$ cat src/rtl/riscv_biu_pkg.sv
// Shared AHB3-Lite encodings and the bus-interface state enum for the data-side BIU.
package riscv_biu_pkg;

  typedef enum logic [1:0] {
    HTRANS_IDLE   = 2'b00,
    HTRANS_BUSY   = 2'b01,
    HTRANS_NONSEQ = 2'b10,
    HTRANS_SEQ    = 2'b11
  } htrans_t;

  localparam logic [2:0] HBURST_SINGLE = 3'd0;
  localparam logic [2:0] HBURST_INCR   = 3'd1;
  localparam logic [2:0] HBURST_WRAP4  = 3'd2;
  localparam logic [2:0] HBURST_INCR4  = 3'd3;
  localparam logic [2:0] HBURST_WRAP8  = 3'd4;
  localparam logic [2:0] HBURST_INCR8  = 3'd5;
  localparam logic [2:0] HBURST_WRAP16 = 3'd6;
  localparam logic [2:0] HBURST_INCR16 = 3'd7;

  localparam logic [2:0] HSIZE_BYTE  = 3'd0;
  localparam logic [2:0] HSIZE_HWORD = 3'd1;
  localparam logic [2:0] HSIZE_WORD  = 3'd2;
  localparam logic [2:0] HSIZE_DWORD = 3'd3;

  typedef enum logic [1:0] {
    ST_IDLE  = 2'd0,
    ST_BURST = 2'd1,
    ST_ERR   = 2'd2
  } state_t;

  // Undefined-length INCR is issued as a single beat.
  function automatic logic [4:0] burst_beats(input logic [2:0] bt);
    case (bt)
      HBURST_WRAP4,  HBURST_INCR4:  return 5'd4;
      HBURST_WRAP8,  HBURST_INCR8:  return 5'd8;
      HBURST_WRAP16, HBURST_INCR16: return 5'd16;
      default:                      return 5'd1;
    endcase
  endfunction

  function automatic logic burst_is_wrap(input logic [2:0] bt);
    return (bt == HBURST_WRAP4) || (bt == HBURST_WRAP8) || (bt == HBURST_WRAP16);
  endfunction

endpackage

$ cat src/rtl/riscv_biu_burst_ctr.sv
// Beat counter and next-address generator for fixed-length INCR/WRAP bursts.
module riscv_biu_burst_ctr
  import riscv_biu_pkg::*;
#(
  parameter int PHYS_ADDR_SIZE = 32
) (
  input  logic                      clk,
  input  logic                      rst,
  input  logic                      i_start,
  input  logic                      i_adv,
  input  logic [PHYS_ADDR_SIZE-1:0] i_adr,
  input  logic [2:0]                i_size,
  input  logic [2:0]                i_burst,
  output logic [PHYS_ADDR_SIZE-1:0] o_adr,
  output logic                      o_last
);

  logic [4:0]                r_cnt;
  logic [PHYS_ADDR_SIZE-1:0] r_adr;
  logic [2:0]                r_size;
  logic [2:0]                r_burst;

  // WRAP keeps the bits above the (beats << size) boundary and wraps the rest.
  function automatic logic [PHYS_ADDR_SIZE-1:0] next_adr(
    input logic [PHYS_ADDR_SIZE-1:0] a,
    input logic [2:0]                sz,
    input logic [2:0]                bt
  );
    logic [PHYS_ADDR_SIZE-1:0] step, incr, mask;
    step = PHYS_ADDR_SIZE'(1) << sz;
    incr = a + step;
    mask = (PHYS_ADDR_SIZE'(burst_beats(bt)) << sz) - PHYS_ADDR_SIZE'(1);
    return burst_is_wrap(bt) ? ((a & ~mask) | (incr & mask)) : incr;
  endfunction

  always_ff @(posedge clk) begin
    if (rst) begin
      r_cnt   <= '0;
      r_adr   <= '0;
      r_size  <= '0;
      r_burst <= '0;
    end else if (i_start) begin
      r_cnt   <= burst_beats(i_burst) - 5'd1;
      r_adr   <= next_adr(i_adr, i_size, i_burst);
      r_size  <= i_size;
      r_burst <= i_burst;
    end else if (i_adv) begin
      r_cnt   <= r_cnt - 5'd1;
      r_adr   <= next_adr(r_adr, r_size, r_burst);
    end
  end

  assign o_adr  = r_adr;
  assign o_last = (r_cnt == 5'd1);

endmodule

$ cat src/rtl/riscv_dbiu_ahb3lite.sv
// Data-side BIU: core biu_* strobe/ack to AHB3-Lite master with overlapped address/data phases.
// Fixed-length bursts are enabled by defining RV12_BIU_BURST_EN; otherwise every beat is SINGLE/NONSEQ.
module riscv_dbiu_ahb3lite
  import riscv_biu_pkg::*;
#(
  parameter int XLEN           = 32,
  parameter int PHYS_ADDR_SIZE = XLEN
) (
  input  logic                      clk,
  input  logic                      rst,
  input  logic                      biu_stb,
  output logic                      biu_stb_ack,
  input  logic [PHYS_ADDR_SIZE-1:0] biu_adri,
  output logic [PHYS_ADDR_SIZE-1:0] biu_adro,
  input  logic [2:0]                biu_size,
  input  logic [2:0]                biu_type,
  input  logic                      biu_lock,
  input  logic                      biu_we,
  input  logic [XLEN-1:0]           biu_di,
  output logic [XLEN-1:0]           biu_do,
  output logic                      biu_wack,
  output logic                      biu_rack,
  output logic                      biu_err,
  input  logic                      biu_is_cacheable,
  input  logic                      biu_is_instruction,
  input  logic [1:0]                biu_prv,
  output logic [PHYS_ADDR_SIZE-1:0] HADDR,
  output logic                      HWRITE,
  output logic [2:0]                HSIZE,
  output logic [2:0]                HBURST,
  output logic [3:0]                HPROT,
  output logic [1:0]                HTRANS,
  output logic                      HMASTLOCK,
  output logic [XLEN-1:0]           HWDATA,
  input  logic [XLEN-1:0]           HRDATA,
  input  logic                      HREADY,
  input  logic                      HRESP
);

  state_t                    r_state;
  logic                      r_dp_valid;
  logic                      r_dp_we;
  logic [PHYS_ADDR_SIZE-1:0] r_dp_adr;
  logic [XLEN-1:0]           r_hwdata;
  logic                      r_hwrite;
  logic [2:0]                r_hsize;
  logic [2:0]                r_hburst;
  logic [3:0]                r_hprot;

  logic                      w_err_first;
  logic                      w_in_burst;
  logic                      w_new;
  logic                      w_seq;
  logic                      w_accept;
  logic                      w_done;
  logic                      w_is_burst_req;
  logic                      w_last;
  logic [PHYS_ADDR_SIZE-1:0] w_burst_adr;
  logic [3:0]                w_prot_in;

  assign w_err_first = r_dp_valid & HRESP & ~HREADY;
  assign w_in_burst  = (r_state == ST_BURST);
  assign w_new       = ~rst & (r_state == ST_IDLE) & biu_stb & HREADY;
  assign w_seq       = ~rst & w_in_burst & HREADY;
  assign w_accept    = w_new | w_seq;
  assign w_prot_in   = {biu_is_cacheable, 1'b0, |biu_prv, ~biu_is_instruction};

`ifdef RV12_BIU_BURST_EN
  assign w_is_burst_req = (burst_beats(biu_type) != 5'd1);

  riscv_biu_burst_ctr #(
    .PHYS_ADDR_SIZE(PHYS_ADDR_SIZE)
  ) u_burst_ctr (
    .clk    (clk),
    .rst    (rst),
    .i_start(w_new & w_is_burst_req),
    .i_adv  (w_seq),
    .i_adr  (biu_adri),
    .i_size (biu_size),
    .i_burst(biu_type),
    .o_adr  (w_burst_adr),
    .o_last (w_last)
  );
`else
  logic w_unused_type;
  assign w_unused_type  = ^biu_type;
  assign w_is_burst_req = 1'b0;
  assign w_burst_adr    = '0;
  assign w_last         = 1'b1;
`endif

  // Address phase: live request inputs when idle, latched attributes during a burst.
  always_comb begin
    HTRANS = HTRANS_IDLE;
    HADDR  = '0;
    HWRITE = 1'b0;
    HSIZE  = HSIZE_BYTE;
    HBURST = HBURST_SINGLE;
    HPROT  = 4'd0;
    if (w_new)      HTRANS = HTRANS_NONSEQ;
    else if (w_seq) HTRANS = HTRANS_SEQ;
    if (!rst) begin
      if (w_in_burst) begin
        HADDR  = w_burst_adr;
        HWRITE = r_hwrite;
        HSIZE  = r_hsize;
        HBURST = r_hburst;
        HPROT  = r_hprot;
      end else begin
        HADDR  = biu_adri;
        HWRITE = biu_we;
        HSIZE  = biu_size;
        HBURST = w_is_burst_req ? biu_type : HBURST_SINGLE;
        HPROT  = w_prot_in;
      end
    end
  end

  assign HMASTLOCK   = biu_lock;
  assign biu_stb_ack = w_accept;

  // Data phase / completion.
  assign w_done   = ~rst & r_dp_valid & HREADY;
  assign biu_wack = w_done & r_dp_we;
  assign biu_rack = w_done & ~r_dp_we;
  assign biu_err  = w_done & (r_state == ST_ERR);
  assign biu_adro = r_dp_adr;
  assign biu_do   = HRDATA;
  assign HWDATA   = r_hwdata;

  always_ff @(posedge clk) begin
    if (rst) begin
      r_state    <= ST_IDLE;
      r_dp_valid <= 1'b0;
      r_dp_we    <= 1'b0;
      r_dp_adr   <= '0;
      r_hwdata   <= '0;
      r_hwrite   <= 1'b0;
      r_hsize    <= '0;
      r_hburst   <= '0;
      r_hprot    <= '0;
    end else begin
      if (HREADY) begin
        r_dp_valid <= w_accept;
        if (w_accept) begin
          r_dp_we  <= HWRITE;
          r_dp_adr <= HADDR;
          r_hwdata <= biu_di;
        end
      end
      case (r_state)
        ST_IDLE: begin
          if (w_err_first) begin
            r_state <= ST_ERR;
          end else if (w_new && w_is_burst_req) begin
            r_state  <= ST_BURST;
            r_hwrite <= biu_we;
            r_hsize  <= biu_size;
            r_hburst <= biu_type;
            r_hprot  <= w_prot_in;
          end
        end
        ST_BURST: begin
          // An error abandons the remaining beats of the burst.
          if (w_err_first)          r_state <= ST_ERR;
          else if (w_seq && w_last) r_state <= ST_IDLE;
        end
        ST_ERR: begin
          if (HREADY) r_state <= ST_IDLE;
        end
        default: r_state <= ST_IDLE;
      endcase
    end
  end

endmodule
$ cat config.mk
export PLATFORM = sky130hd
export DESIGN_NAME = riscv_dbiu_ahb3lite
export DESIGN_NICKNAME = d
export VERILOG_FILES = /design/src/rtl/riscv_biu_pkg.sv /design/src/rtl/riscv_biu_burst_ctr.sv /design/src/rtl/riscv_dbiu_ahb3lite.sv
export SDC_FILE = /design/constraint.sdc
export NUM_CORES = 1
export LEC_CHECK = 0
export CAP_MARGIN = 5
export CORE_ASPECT_RATIO = 1.5
export CORE_MARGIN = 4
export CORE_UTILIZATION = 35
export CTS_BUF_LIST = sky130_fd_sc_hd__clkbuf_4 sky130_fd_sc_hd__clkbuf_8
export DETAILED_ROUTE_END_ITERATION = 6
export PLACE_DENSITY = 0.82
export SYNTH_ARGS = -nofsm -noshare
export SYNTH_HDL_FRONTEND = slang
export SYNTH_SLANG_ARGS = --single-unit
$ cat constraint.sdc
create_clock -name clk -period 1.2 [get_ports clk]
set_input_delay 0.24 -clock clk [delete_from_list [all_inputs] [get_ports clk]]
set_output_delay 0.24 -clock clk [all_outputs]
set_load 0.03 [all_outputs]
# Word level (Yosys, flattened, before mapping)
# Cells that the tools add are included.
dict set report word_totals {
  reg_bits 68
  in_bits 113
  output_inout_bits 146
  word_cells 46
}
dict set report op_classes {
  eq_ne 5
  muxes 15
  bitwise 17
  n_reduce_logical 4
}
# operator n
set op_table {}
lappend op_table {{32-bit 2-to-1 mux} 2}
lappend op_table {{1-bit bitwise AND} 12}
lappend op_table {{2-bit 2-to-1 mux} 6}
lappend op_table {{4-bit 2-to-1 mux} 2}
lappend op_table {{3-bit 2-to-1 mux} 2}
lappend op_table {{2-bit case mux with 3 select lines} 1}
lappend op_table {{2-bit inequality test, second input constant} 2}
lappend op_table {{1-bit NOT} 4}
lappend op_table {{3-bit by 2-bit inequality test with 1-bit output, second input constant} 1}
lappend op_table {{3-bit AND reduction} 1}
lappend op_table {{2-bit by 1-bit equality test with 1-bit output, second input constant} 1}
lappend op_table {{2-bit equality test, second input constant} 1}
lappend op_table {{2-bit logical NOT} 1}
lappend op_table {{1-bit 2-to-1 mux} 2}
lappend op_table {{2-bit AND reduction} 1}
lappend op_table {{2-bit OR reduction} 1}
lappend op_table {{1-bit bitwise OR} 1}

# Longest topological paths before layout
dict set report logic_depth {
  depth_word 6
  mapped_depth 4
}

# Worst setup path after synthesis
# Ideal clock, no wire load.
dict set report synth_timing {
  path_kind {input -> output}
  startpoint {input port rst}
  endpoint {output port HTRANS[1]}
  arrival_ps 1927
  path_slack_ps -967
  cell_stages 4
  n_path_buf 3
  path_cell_list {buf_4 clkbuf_1 nor4bb_1 buf_4}
}
dict set report synth_between {
  elab_chain_cells 5
}
# element line_no
set synth_lines {}
lappend synth_lines {{start: declaration} riscv_dbiu_ahb3lite.sv:10} ;# input logic rst,
lappend synth_lines {{1-bit NOT (*)} {riscv_dbiu_ahb3lite.sv:63, riscv_dbiu_ahb3lite.sv:64}}
lappend synth_lines {{1-bit bitwise AND (on tied branches) (2 in a row)} {riscv_dbiu_ahb3lite.sv:64, riscv_dbiu_ahb3lite.sv:63}}
lappend synth_lines {{2-bit 2-to-1 mux or 1-bit bitwise AND (tied branches)} {riscv_dbiu_ahb3lite.sv:101, riscv_dbiu_ahb3lite.sv:63}}
lappend synth_lines {{2-bit 2-to-1 mux (*)} riscv_dbiu_ahb3lite.sv:100} ;# if (w_new) HTRANS = HTRANS_NONSEQ;
lappend synth_lines {{end: declaration} riscv_dbiu_ahb3lite.sv:32} ;# output logic [1:0] HTRANS,
# Mark *: on every way between the ends. The rest lies on a longest branch, timed or not.

# Final worst setup path
dict set report layout_timing {
  startpoint {input port HREADY}
  endpoint {output port HTRANS[1]}
}
dict set report layout_between {
  elab_chain_cells 3
}
# element line_no
set layout_lines {}
lappend layout_lines {{start: declaration} riscv_dbiu_ahb3lite.sv:36} ;# input logic HREADY,
lappend layout_lines {{1-bit bitwise AND} riscv_dbiu_ahb3lite.sv:64} ;# assign w_seq = ~rst & w_in_burst & HREADY;
lappend layout_lines {{2-bit 2-to-1 mux} riscv_dbiu_ahb3lite.sv:101} ;# else if (w_seq) HTRANS = HTRANS_SEQ;
lappend layout_lines {{2-bit 2-to-1 mux (*)} riscv_dbiu_ahb3lite.sv:100}
# Marks and branches as above.

==> results.toml <==
[floorplan]
pin_count = 259
start_util = 0.360
coreArea_mm2 = 0.00974
die_w_um = 89.7
row_count = 44
dieArea_mm2 = 0.0117
die_y_um = 131

[grt]
grt_max_degree = 55
grt_pass1_vias = 3346
grt_pass1_wl_mm = 17.1
grt_use_total = 0.185
grt_overflow_total = 0
antenna_found_initial = 0

[drt]
wl_met2_mm = 5.79
dr.max_layer_used = "met4"
drt-met1-wl_mm = 4.02
wl_met3_um = 999
wl_mm = 11.2
drt_first_iter_violations = 51
drtAntennaViolNets = 0
viasPerCell = 4.63
via_count = 3039
route.detailed.drc = 0
firstDrtPassIters = 4
routedWlPerCell_um = 17.0

[synthesis]
yosysWarnings = 0
seq_area_frac_synth = 0.383
muxShareOfSynthArea = 0.224
synth-seq-cells = 67
yosysTopAreaCell = "dfxtp_1"
synth_top_area_frac = 0.383
ys_types = 19
synth_fa_ha_area_frac = 0
synth_compound_area_frac = 0.00286
synth_area_per_cell_um2 = 10.3
yosys.area_share.simple = 0.265
synth_area_leaders = "dfxtp_1, nor2b_1, nand2b_1"
synthCells = 341
synth_area_mm2 = 0.00351
synthXorXnorAreaFrac = 0
synth_top_family_by_area = "simple AND/OR/NAND/NOR gates"

[power]
finalPower_uw = 5970
vdd_drop_max_mv = 0.523
powerDensity_mw_per_mm2 = 978
leakagePower_uw = 0.00292

[placement]
place_congestion = 0.780
hpwl_mm = 6.86
place_area_mm2 = 0.00506
port_buffers = 184

[sta]
slew_violations = 0
max_freq_ghz = 0.660
setup-violations-final = 38
timing.final.crit_share = 1.26
final.min_clock_period_ns = 1.52
fin_skew_ns = 0.00602
finalHoldViolations = 0
finalWorstSetupSlack_ns = -0.316
rsz0062_at_grt = "true"

[worst_hold_path]
min_path_type = "in -> reg"

[finish]
final_common_cell = "buf_4"
most-common-layout-cells = "buf_4, nand2b_1, dfxtp_1"
fin_area_mm2 = 0.00611
drive_gt1_frac = 0.482
area_growth_pct = 74.2
finalNetCount = 649
antenna_cells = 0
fillerInstances = 734

[cts]
cts_tree = "built"
cts_max_level = 3
cts_buffers = 9
postCtsHoldBufs = 0
cts_sinks = 67
clock-root-buffer = "clkbuf_8"
ctsLongestPathBuffers = 2
clk_pin_slew_worst_paths_ns = 0.07
worstSkewPairLatency_ns = 0.35

[setup_path]
crit_path_start_kind = "input pin"
critPathRequiredTime_ns = 0.96
end_kind = "output port"
path_max_fanout = 8
cp.arrival_ns = 1.28
crit_type = "in -> out"

[outcome]
status = "complete, but fails checks"
violations = "negative setup slack"

[flow_run]
drv_cap = 0
worst paths after layout:
check / from / slack [ns] / cells past startpoint / endpoint
worst max-delay path: HREADY / -0.32 / 3 / HTRANS[1]
worst min-delay path: rst / 0.26 / 3 / r_dp_valid
worst max register to register: r_state[1] / -0.07 / 3 / biu_adro[26]
worst min register to register: HWDATA[1] / 0.48 / 2 / HWDATA[1]
cell families after synthesis:
kind of cell | after synthesis
AND/OR/NAND/NOR | 145
buffers and inverters | 61
flip-flops | 67
other | 1
AO/OA/AOI/OAI | 2
multiplexers | 65
worst max-delay path, cell delays in order:
cell and delay [ns]:
dlygate4sd2_1 0.39, nor4bb_4 0.42, buf_4 0.22
registers in the layout, summed over array words and instances, names as in the netlist:
| name | cells |
|---|---|
| HWDATA | 32 |
| biu_adro | 32 |
| r_dp_valid | 1 |
| r_dp_we | 1 |
| r_state | 1 |
cell usage after synthesis (all sizes together):
cell    count
nor2b      70
dfxtp      67
nand2b     65
buf        52
mux2       33
mux2i      32
clkbuf      9
nor2        3
a21oi       2
and4b       2
nor4bb      2
and3b       1
conb        1
nand3b      1
nor3        1
report_power, final:
part / total [µW] / switching, µW / internal (µW)
logic: 1810 / 850 / 956
registers: 2410 / 69.2 / 2340
clock network: 1760 / 897 / 865
total: 5970 / 1820 / 4160
per-layer routing:
layer / up-vias / track usage
met3: 30 / 0.0796
met2: 159 / 0.334
met4: 0 / 0.0912
met5: - / 0
li1: 1443 / -
met1: 1407 / 0.184
what timing repair did:
action	CTS	global route
setup endpoints to repair	108	68
gates cloned	5	1
resized for setup	159	5
buffers inserted	28	5
pin swaps	5	2
final cells by class:
type	count	area, µm²	area share
clock buffers	11	151	0.0248
clock inverters	5	36.3	0.00594
multi-input cells	217	2050	0.335
flip-flops and latches	67	1350	0.221
well taps	115	144	0.0236
repair buffers	241	2380	0.389
through the flow:
stage / utilization / setup TNS [ns] / std cells / hold WS [ns] / worst slack [ns]
after global routing: 0.627 / -4.33 / 656 / 0.237 / -0.396
final: 0.627 / -2.64 / 656 / 0.261 / -0.316
after detailed placement: 0.520 / -38.55 / 602 / 0.469 / -0.556
after CTS: 0.620 / -3.28 / 651 / 0.232 / -0.345
after floorplan: - / -0.636 / 345 / 0.319 / -0.316
after global placement: 0.520 / -36.23 / 602 / 0.457 / -0.493
No activity file was read; power rests on OpenSTA's default activity.
